### src/rtl/key_debounce_encoder.sv
// Twelve-key piano front end: per-key synchronise and debounce, then highest-note
// priority with a clamped octave and a one-cycle strobe on every note event.
module key_debounce_encoder #(
  parameter int DEBOUNCE_CYCLES = 1000
) (
  input  logic        clk,
  input  logic        rst,
  input  logic [11:0] keys_in,
  input  logic [3:0]  octave_in,
  output logic [11:0] keys_db,
  output logic        note_valid,
  output logic [3:0]  note_idx,
  output logic [3:0]  note_octave,
  output logic        note_strobe
);

  localparam int CW = $clog2(DEBOUNCE_CYCLES + 1);
  localparam logic [CW-1:0] CNT_LAST = CW'(DEBOUNCE_CYCLES - 1);

  typedef enum logic {
    IDLE = 1'b0,
    HELD = 1'b1
  } state_t;

  logic [11:0]   r_keys_s1;
  logic [11:0]   r_keys_s2;
  logic [3:0]    r_oct_s1;
  logic [3:0]    r_oct_s2;
  logic [11:0]   r_keys_db;
  logic [CW-1:0] r_cnt [12];

  state_t        r_state;
  state_t        w_state_nxt;
  logic          r_note_valid;
  logic [3:0]    r_note_idx;
  logic [3:0]    r_note_octave;
  logic          r_note_strobe;

  logic          w_any;
  logic [3:0]    w_sel_idx;
  logic [3:0]    w_oct_clamp;
  logic          w_valid_nxt;
  logic [3:0]    w_idx_nxt;
  logic [3:0]    w_oct_nxt;
  logic          w_strobe_nxt;

  // Two-flop synchronizers for the raw keys and octave select
  always_ff @(posedge clk) begin
    if (rst) begin
      r_keys_s1 <= 12'd0;
      r_keys_s2 <= 12'd0;
      r_oct_s1  <= 4'd0;
      r_oct_s2  <= 4'd0;
    end else begin
      r_keys_s1 <= keys_in;
      r_keys_s2 <= r_keys_s1;
      r_oct_s1  <= octave_in;
      r_oct_s2  <= r_oct_s1;
    end
  end

  // Per-key debounce: a disagreement must persist DEBOUNCE_CYCLES edges to flip the key
  always_ff @(posedge clk) begin
    if (rst) begin
      for (int i = 0; i < 12; i++) begin
        r_cnt[i] <= '0;
      end
      r_keys_db <= 12'd0;
    end else begin
      for (int i = 0; i < 12; i++) begin
        if (r_keys_s2[i] == r_keys_db[i]) begin
          r_cnt[i] <= '0;
        end else if (r_cnt[i] == CNT_LAST) begin
          r_cnt[i]     <= '0;
          r_keys_db[i] <= ~r_keys_db[i];
        end else begin
          r_cnt[i] <= r_cnt[i] + CW'(1);
        end
      end
    end
  end

  assign w_any       = |r_keys_db;
  assign w_oct_clamp = (r_oct_s2 > 4'd8) ? 4'd8 : r_oct_s2;

  // Highest set debounced key wins
  always_comb begin
    w_sel_idx = 4'd0;
    for (int i = 0; i < 12; i++) begin
      w_sel_idx = r_keys_db[i] ? 4'(i) : w_sel_idx;
    end
  end

  // Note FSM next-state and next-output logic
  always_comb begin
    w_state_nxt  = r_state;
    w_valid_nxt  = r_note_valid;
    w_idx_nxt    = r_note_idx;
    w_oct_nxt    = r_note_octave;
    w_strobe_nxt = 1'b0;
    case (r_state)
      IDLE: begin
        if (w_any) begin
          w_state_nxt  = HELD;
          w_valid_nxt  = 1'b1;
          w_idx_nxt    = w_sel_idx;
          w_oct_nxt    = w_oct_clamp;
          w_strobe_nxt = 1'b1;
        end else begin
          w_state_nxt = IDLE;
        end
      end
      HELD: begin
        if (!w_any) begin
          w_state_nxt  = IDLE;
          w_valid_nxt  = 1'b0;
          w_strobe_nxt = 1'b1;
        end else if ((w_sel_idx != r_note_idx) || (w_oct_clamp != r_note_octave)) begin
          w_idx_nxt    = w_sel_idx;
          w_oct_nxt    = w_oct_clamp;
          w_strobe_nxt = 1'b1;
        end else begin
          w_state_nxt = HELD;
        end
      end
      default: begin
        w_state_nxt = IDLE;
        w_valid_nxt = 1'b0;
      end
    endcase
  end

  // Note FSM state and registered outputs
  always_ff @(posedge clk) begin
    if (rst) begin
      r_state       <= IDLE;
      r_note_valid  <= 1'b0;
      r_note_idx    <= 4'd0;
      r_note_octave <= 4'd0;
      r_note_strobe <= 1'b0;
    end else begin
      r_state       <= w_state_nxt;
      r_note_valid  <= w_valid_nxt;
      r_note_idx    <= w_idx_nxt;
      r_note_octave <= w_oct_nxt;
      r_note_strobe <= w_strobe_nxt;
    end
  end

  assign keys_db     = r_keys_db;
  assign note_valid  = r_note_valid;
  assign note_idx    = r_note_idx;
  assign note_octave = r_note_octave;
  assign note_strobe = r_note_strobe;

endmodule

### config.mk
export PLATFORM = sky130hd
export DESIGN_NAME = key_debounce_encoder
export DESIGN_NICKNAME = d
export VERILOG_FILES = /design/src/rtl/key_debounce_encoder.sv
export SDC_FILE = /design/constraint.sdc
export NUM_CORES = 1
export LEC_CHECK = 0
export ABC_AREA = 1
export BUFFER_PORTS_ARGS = -buffer_cell sky130_fd_sc_hd__buf_2
export CAP_MARGIN = 20
export CORE_MARGIN = 1
export CORE_UTILIZATION = 45
export DETAILED_ROUTE_END_ITERATION = 6
export PLACE_DENSITY = 0.66
export RECOVER_POWER = 25
export SYNTH_ARGS = -nofsm -noshare
export SYNTH_HDL_FRONTEND = slang
export SYNTH_SLANG_ARGS = --single-unit
### constraint.sdc
create_clock -name clk -period 5.2 [get_ports clk]
set_input_delay 1.04 -clock clk [delete_from_list [all_inputs] [get_ports clk]]
set_output_delay 1.04 -clock clk [all_outputs]
set_load 0.1 [all_outputs]
==> impl_metrics.toml, run 1 <==
[global_routing]
grt_util_all_layers = 0.166
antenna_found_initial = 0
grt_pass1_wl_um = 24400
grt-ovfl-total = 0
grt_max_degree = 39
grt_pass1_vias = 5585

[power]
power.total_mw = 2.87
ir_drop_mv = 0.251
pwr-share-clk = 0.413
seqPwrFrac = 0.549
intPower_mw = 2.28
switching_share = 0.207
p_per_area_nw_per_um2 = 295
p_sw_mw = 0.593
p_leak_nw = 4.17
pwr-share-comb = 0.038

[critical_path]
end_kind = "register"
critical_path_peak_fanout = 38
worstPathRequired_ps = 5370
worstSetupPathType = "primary input to register"
worstPathArrival_ps = 3870
r2r_cells = 11
start_kind = "primary input"

[layout]
finalNetCount = 1113
final_cells = 1323
n_antenna_cell = 0
drive_above_1_share = 0.0722
fillers = 1683
area_growth_pct = 17.1

[sta]
maxSlewHeadroom = -0.0564
final-max-slew-violation-count = 39
hold_viol = 0
setup_violations = 0
setup_tns_ps = 0
skew_ps = 6.98
worstMarginPinSlew_ps = 1580
rsz0062_at_grt = "no"
finalCriticalPeriod_ps = 3700
final.period_utilization = 0.711
fmax_ghz = 0.270

[floorplan]
rows = 49
core_um2 = 18000
fp.dieW_um = 138
io_pins = 40
die_area_um2 = 19000
start_util = 0.460
die_height_um = 138

[cts]
clkTransAtPathRegs_ps = 60
cts.repair.resized = 0
numCtsBuffers = 17
post_cts_buffers = 0
cts_buffer_depth = 2
clock-sinks = 175
root_buffer = "clkbuf_16"
clkLatencyLatePin_ps = 430
ctsHoldBuffers = 0
cts_tree = "done"
h-tree-depth = 4

[detailed_routing]
drt_iter0_markers = 323
firstDrtPassIters = 4
ant_nets = 0
drcViolationCount = 0
via_count = 6052
drt-total-wl_um = 14400
detail_route.wl_per_cell_um = 10.9
vias_per_cell = 4.57

[synth]
netlist-cell-type-count = 41
ys_warn_count = 0
synth.most_common_cell = "nor2_1"
syn_inst = 915
postSynthAreaPerCell_um2 = 9.06
seq_area_frac_synth = 0.567
synth-seq-cells = 175
yosys-top-cells-area = "edfxtp_1 (43%), dfxtp_1 (13%), nor2_1 (6.8%)"
synth_edf_count = 120
synth_top_cell_area_share = 0.435
yosys-top-cells-count = "nor2_1 (151), inv_1 (143), nand2_1 (130)"
ys.flop_type = "edfxtp_1"
synth_area_um2 = 8290
yosysTopAreaCell = "edfxtp_1"
async_reset_ff_frac = 0

[status]
outcome = "finished, violations left"
violations = "max-capacitance violations, max-slew violations"

[place]
dp_hpwl_um = 10700
placed_cells = 1291
place.gp.congestion = 0.797
io_buffer_count = 39

[flow_run]
cap_viol_max_count = 1

[hold_path]
hold_path.class = "register to register"
hold_depth = 2
## sequential cells by signal (all words and copies together) (netlist names), 4 cells and up
signal       flops
r_oct_s1         4
r_keys_s2       12
note_octave      4
r_oct_s2         4
note_idx         4
r_keys_s1       12
keys_db         12
r_cnt          120
## power groups by stage
stage / clock [mW] / sequential, mW / combinational (mW)
after floorplan: 0 / 1.60 / 0.0865
after detailed placement: 0 / 1.60 / 0.108
after global placement: 0 / 1.60 / 0.107
after global routing: 1.27 / 1.58 / 0.130
after CTS: 1.22 / 1.58 / 0.109
final: 1.18 / 1.58 / 0.110
## critical path, cell delays in order
cell      delay, ps
clkbuf_1       1120
inv_1           880
o21ai_0         280
a211o_1         320
o21bai_1        160
a21oi_1          60
## cell families (layout without fill, tap and decap cells)
logic type / after synthesis / after routing / synth area share
flops: 175 / 175 / 0.567
other cells: 1 / 120 / 0.000452
xor+xnor: 15 / 15 / 0.0158
simple gates: 429 / 429 / 0.239
fa+ha+maj: 14 / 14 / 0.0211
buf+inv: 158 / 218 / 0.0727
compound gates: 123 / 123 / 0.0837
## placed cells by master, fill, tap and decap left out, types with 4 or more instances in the layout
master / n
a211oi_1: 4
a21oi_1: 63
a31oi_1: 8
and3_1: 5
buf_2: 38
clkbuf_1: 9
clkbuf_16: 18
clkbuf_8: 4
conb_1: 120
dfxtp_1: 55
edfxtp_1: 120
ha_1: 14
inv_1: 143
inv_2: 4
nand2_1: 130
nand3_1: 35
nand4_1: 11
nor2_1: 151
nor3_1: 34
nor3b_1: 35
nor4_1: 10
o211ai_1: 7
o21ai_0: 30
o21bai_1: 5
or2_0: 4
or2_2: 4
xor2_1: 12
## routing by layer
metal,track usage,part of all wire,vias up
met1,0.213,0.49,2673
met3,0.0353,0.034,20
met5,0,0,-
met4,0.0700,0.020,0
met2,0.270,0.46,77
li1,-,-,3282
## per-stage QoR
step	util	hold slack, ps	instance area [µm²]	setup slack (ps)
after floorplan	-	388	8740	2770
after global placement	0.509	392	9170	2000
after detailed placement	0.509	396	9170	1930
after CTS	0.539	403	9720	2380
after global routing	0.539	415	9710	1090
final	0.539	399	9710	1500
## layout make-up
type                       instances  area (µm²)  share of cell area
clock buffer                      32         548              0.0564
inverter                         147         552              0.0568
timing repair buffer              39         194              0.0200
tap                              229         287              0.0295
multi-input combinational        701        3430               0.353
sequential                       175        4700               0.484
## final timing paths
kind / startpoint / endpoint / slack (ps)
max reg2reg: keys_db[11] / note_octave[1] / 3050
min reg2reg: r_keys_s1[5] / r_keys_s2[5] / 400
max: rst / r_cnt[2][38] / 1500
min: r_keys_s1[5] / r_keys_s2[5] / 400
Power figures use the tool's default switching activity.
==> inputs of run 2 (changes only) <==
- clock period: 5.2 -> 3.45 ns (I/O delays scaled with it)
==> run 2 against run 1 <==
Net effect:
- the run now ends clean
- first-iteration DRC count is 4.0% higher
- clock skew is 0.70 ps lower
- combinational power is 53% higher
- largest power group unchanged
- worst hold slack better by 2.9 ps
- largest cell class unchanged
- global-route usage is 0.34 points higher
- routed wire length is 2.6% higher
- utilization is 0.22 points higher
- highest routed layer unchanged
- clock power is 58% higher
==> impl_metrics.toml, run 2 (synthesis gave the netlist of run 1 again) <==
[cts]
cts.repair.resized = 0
ctsHoldBuffers = 0
cts_buffer_depth = 2
h-tree-depth = 4
clkLatencyLatePin_ps = 430
root_buffer = "clkbuf_16"
numCtsBuffers = 17
cts_tree = "done"
post_cts_buffers = 0
clkTransAtPathRegs_ps = 60
clock-sinks = 175

[critical_path]
rr_startpoint = "keys_db[11]"
crit_chain = "inv_1 -> nand3_1 -> nor2_1 -> nand2_1 -> inv_1 -> ha_1 -> nor2_1 -> nand3_1 -> o211ai_1 -> inv_1"
critPathMostFrequentCell = "inv_1"
end_kind = "register"
r2r_cells = 10
worstPathArrival_ps = 2560
critical_path_peak_fanout = 11
crit_slowest_cell = "nor2_1"
cpPeakStageDelay_ps = 640
r2r_slack_ps = 1210
crit_buf_inv = 3
r2r_end = "note_idx[0]"
crit_family = "simple AND/OR/NAND/NOR gates"
worstPathRequired_ps = 3770
start_kind = "register"
worstSetupPathType = "register to register"

[sta]
finalCriticalPeriod_ps = 2240
skew_ps = 6.27
setup_violations = 0
fin_ws_ps = 1210
final.period_utilization = 0.649
maxSlewHeadroom = 0.444
rsz0062_at_grt = "no"
worstMarginPinSlew_ps = 831
fmax_ghz = 0.447
hold_viol = 0
final-max-slew-violation-count = 0
setup_tns_ps = 0

[layout]
most-common-layout-cells = "nor2_1 (151), inv_1 (144), nand2_1 (130)"
finalNetCount = 1115
fin_area_um2 = 9750
drive_above_1_share = 0.0757
largest_register_ff_count = 120
area_growth_pct = 17.6
layout_commonest_cell = "nor2_1"
top_register = "r_cnt"
final_cells = 1325
n_antenna_cell = 0

[place]
place.gp.congestion = 0.806
post-place-ws_ps = 907
placed_cell_area_um2 = 9190
placed_cells = 1293
io_buffer_count = 39
dp_hpwl_um = 11000

[hold_path]
hold_path.class = "register to register"
min-delay-start = "r_keys_s1[9]"
hold_end = "r_keys_s2[9]"
hold_depth = 2

[detailed_routing]
firstDrtPassIters = 5
vias_per_cell = 4.63
detail_route.wl_per_cell_um = 11.1
via_count = 6132
ant_nets = 0
drcViolationCount = 0
drt_iter0_markers = 336
drt-total-wl_um = 14800

[floorplan]
die_area_um2 = 19000
die_height_um = 138
io_pins = 40
fp.dieW_um = 138
start_util = 0.460
core_um2 = 18000
rows = 49

[global_routing]
antenna_found_initial = 0
grt_pass1_vias = 5715
grt-ovfl-total = 0
grt_max_degree = 38
grt_pass1_wl_um = 24700
grt_util_all_layers = 0.169

[status]
outcome = "finished, final reports clean"

[flow_run]
cap_viol_max_count = 0

[power]
ir_drop_mv = 0.408
p_per_area_nw_per_um2 = 453
p_leak_nw = 4.18
run 2: power breakdown:
part,leakage [nW],total [mW],internal (mW),switching [mW]
Combinational,2.21,0.168,0.0558,0.112
Sequential,1.69,2.37,2.32,0.0541
Clock,0.282,1.87,1.09,0.776
Total,4.18,4.41,3.47,0.942
run 2: metrics by stage:
step | total power, mW | hold WS [ps] | util
after global routing | 4.58 | 423 | 0.541
after global placement | 2.58 | 389 | 0.510
after detailed placement | 2.59 | 392 | 0.510
final | 4.41 | 402 | 0.541
after CTS | 4.45 | 403 | 0.542
after floorplan | 2.54 | 388 | -
run 2: metal layers:
metal  vias to the layer above  track usage  wire [µm]  part of all wire
met2                        64        0.286       7010              0.47
met5                         -            0          0                 0
li1                       3285            -          -                 -
met4                         0       0.0737        288             0.020
met1                      2764        0.207       7040              0.48
met3                        19       0.0383        432             0.029
run 2: how the worst max path moves through the flow:
stage / end / depth (start not counted) / from / slack (ps)
CTS: note_idx[0] / 10 / keys_db[11] / 1320
global route: note_octave[1] / 11 / keys_db[11] / 910
finish: note_idx[0] / 10 / keys_db[11] / 1210
detailed placement: r_cnt[2][2] / 6 / rst / 910
global placement: r_cnt[1][39] / 6 / rst / 930
floorplan: note_idx[0] / 11 / keys_db[6] / 1020
run 2: final cells by class:
| type | instances | area, µm² |
|---|---|---|
| Tap cell | 229 | 287 |
| Clock buffer | 24 | 503 |
| Multi-Input combinational cell | 701 | 3420 |
| Inverter | 147 | 552 |
| Fill cell | 1704 | 8270 |
| Timing Repair Buffer | 41 | 205 |
| Clock inverter | 8 | 77.6 |
| Sequential cell | 175 | 4700 |
run 2: worst reg2reg max path: cells and delay by family (launching register included):
family          cells  cell delay (ps)
fa+ha+maj           1              180
compound gates      1              110
flops               1              440
buf+inv             3              290
simple gates        5             1110
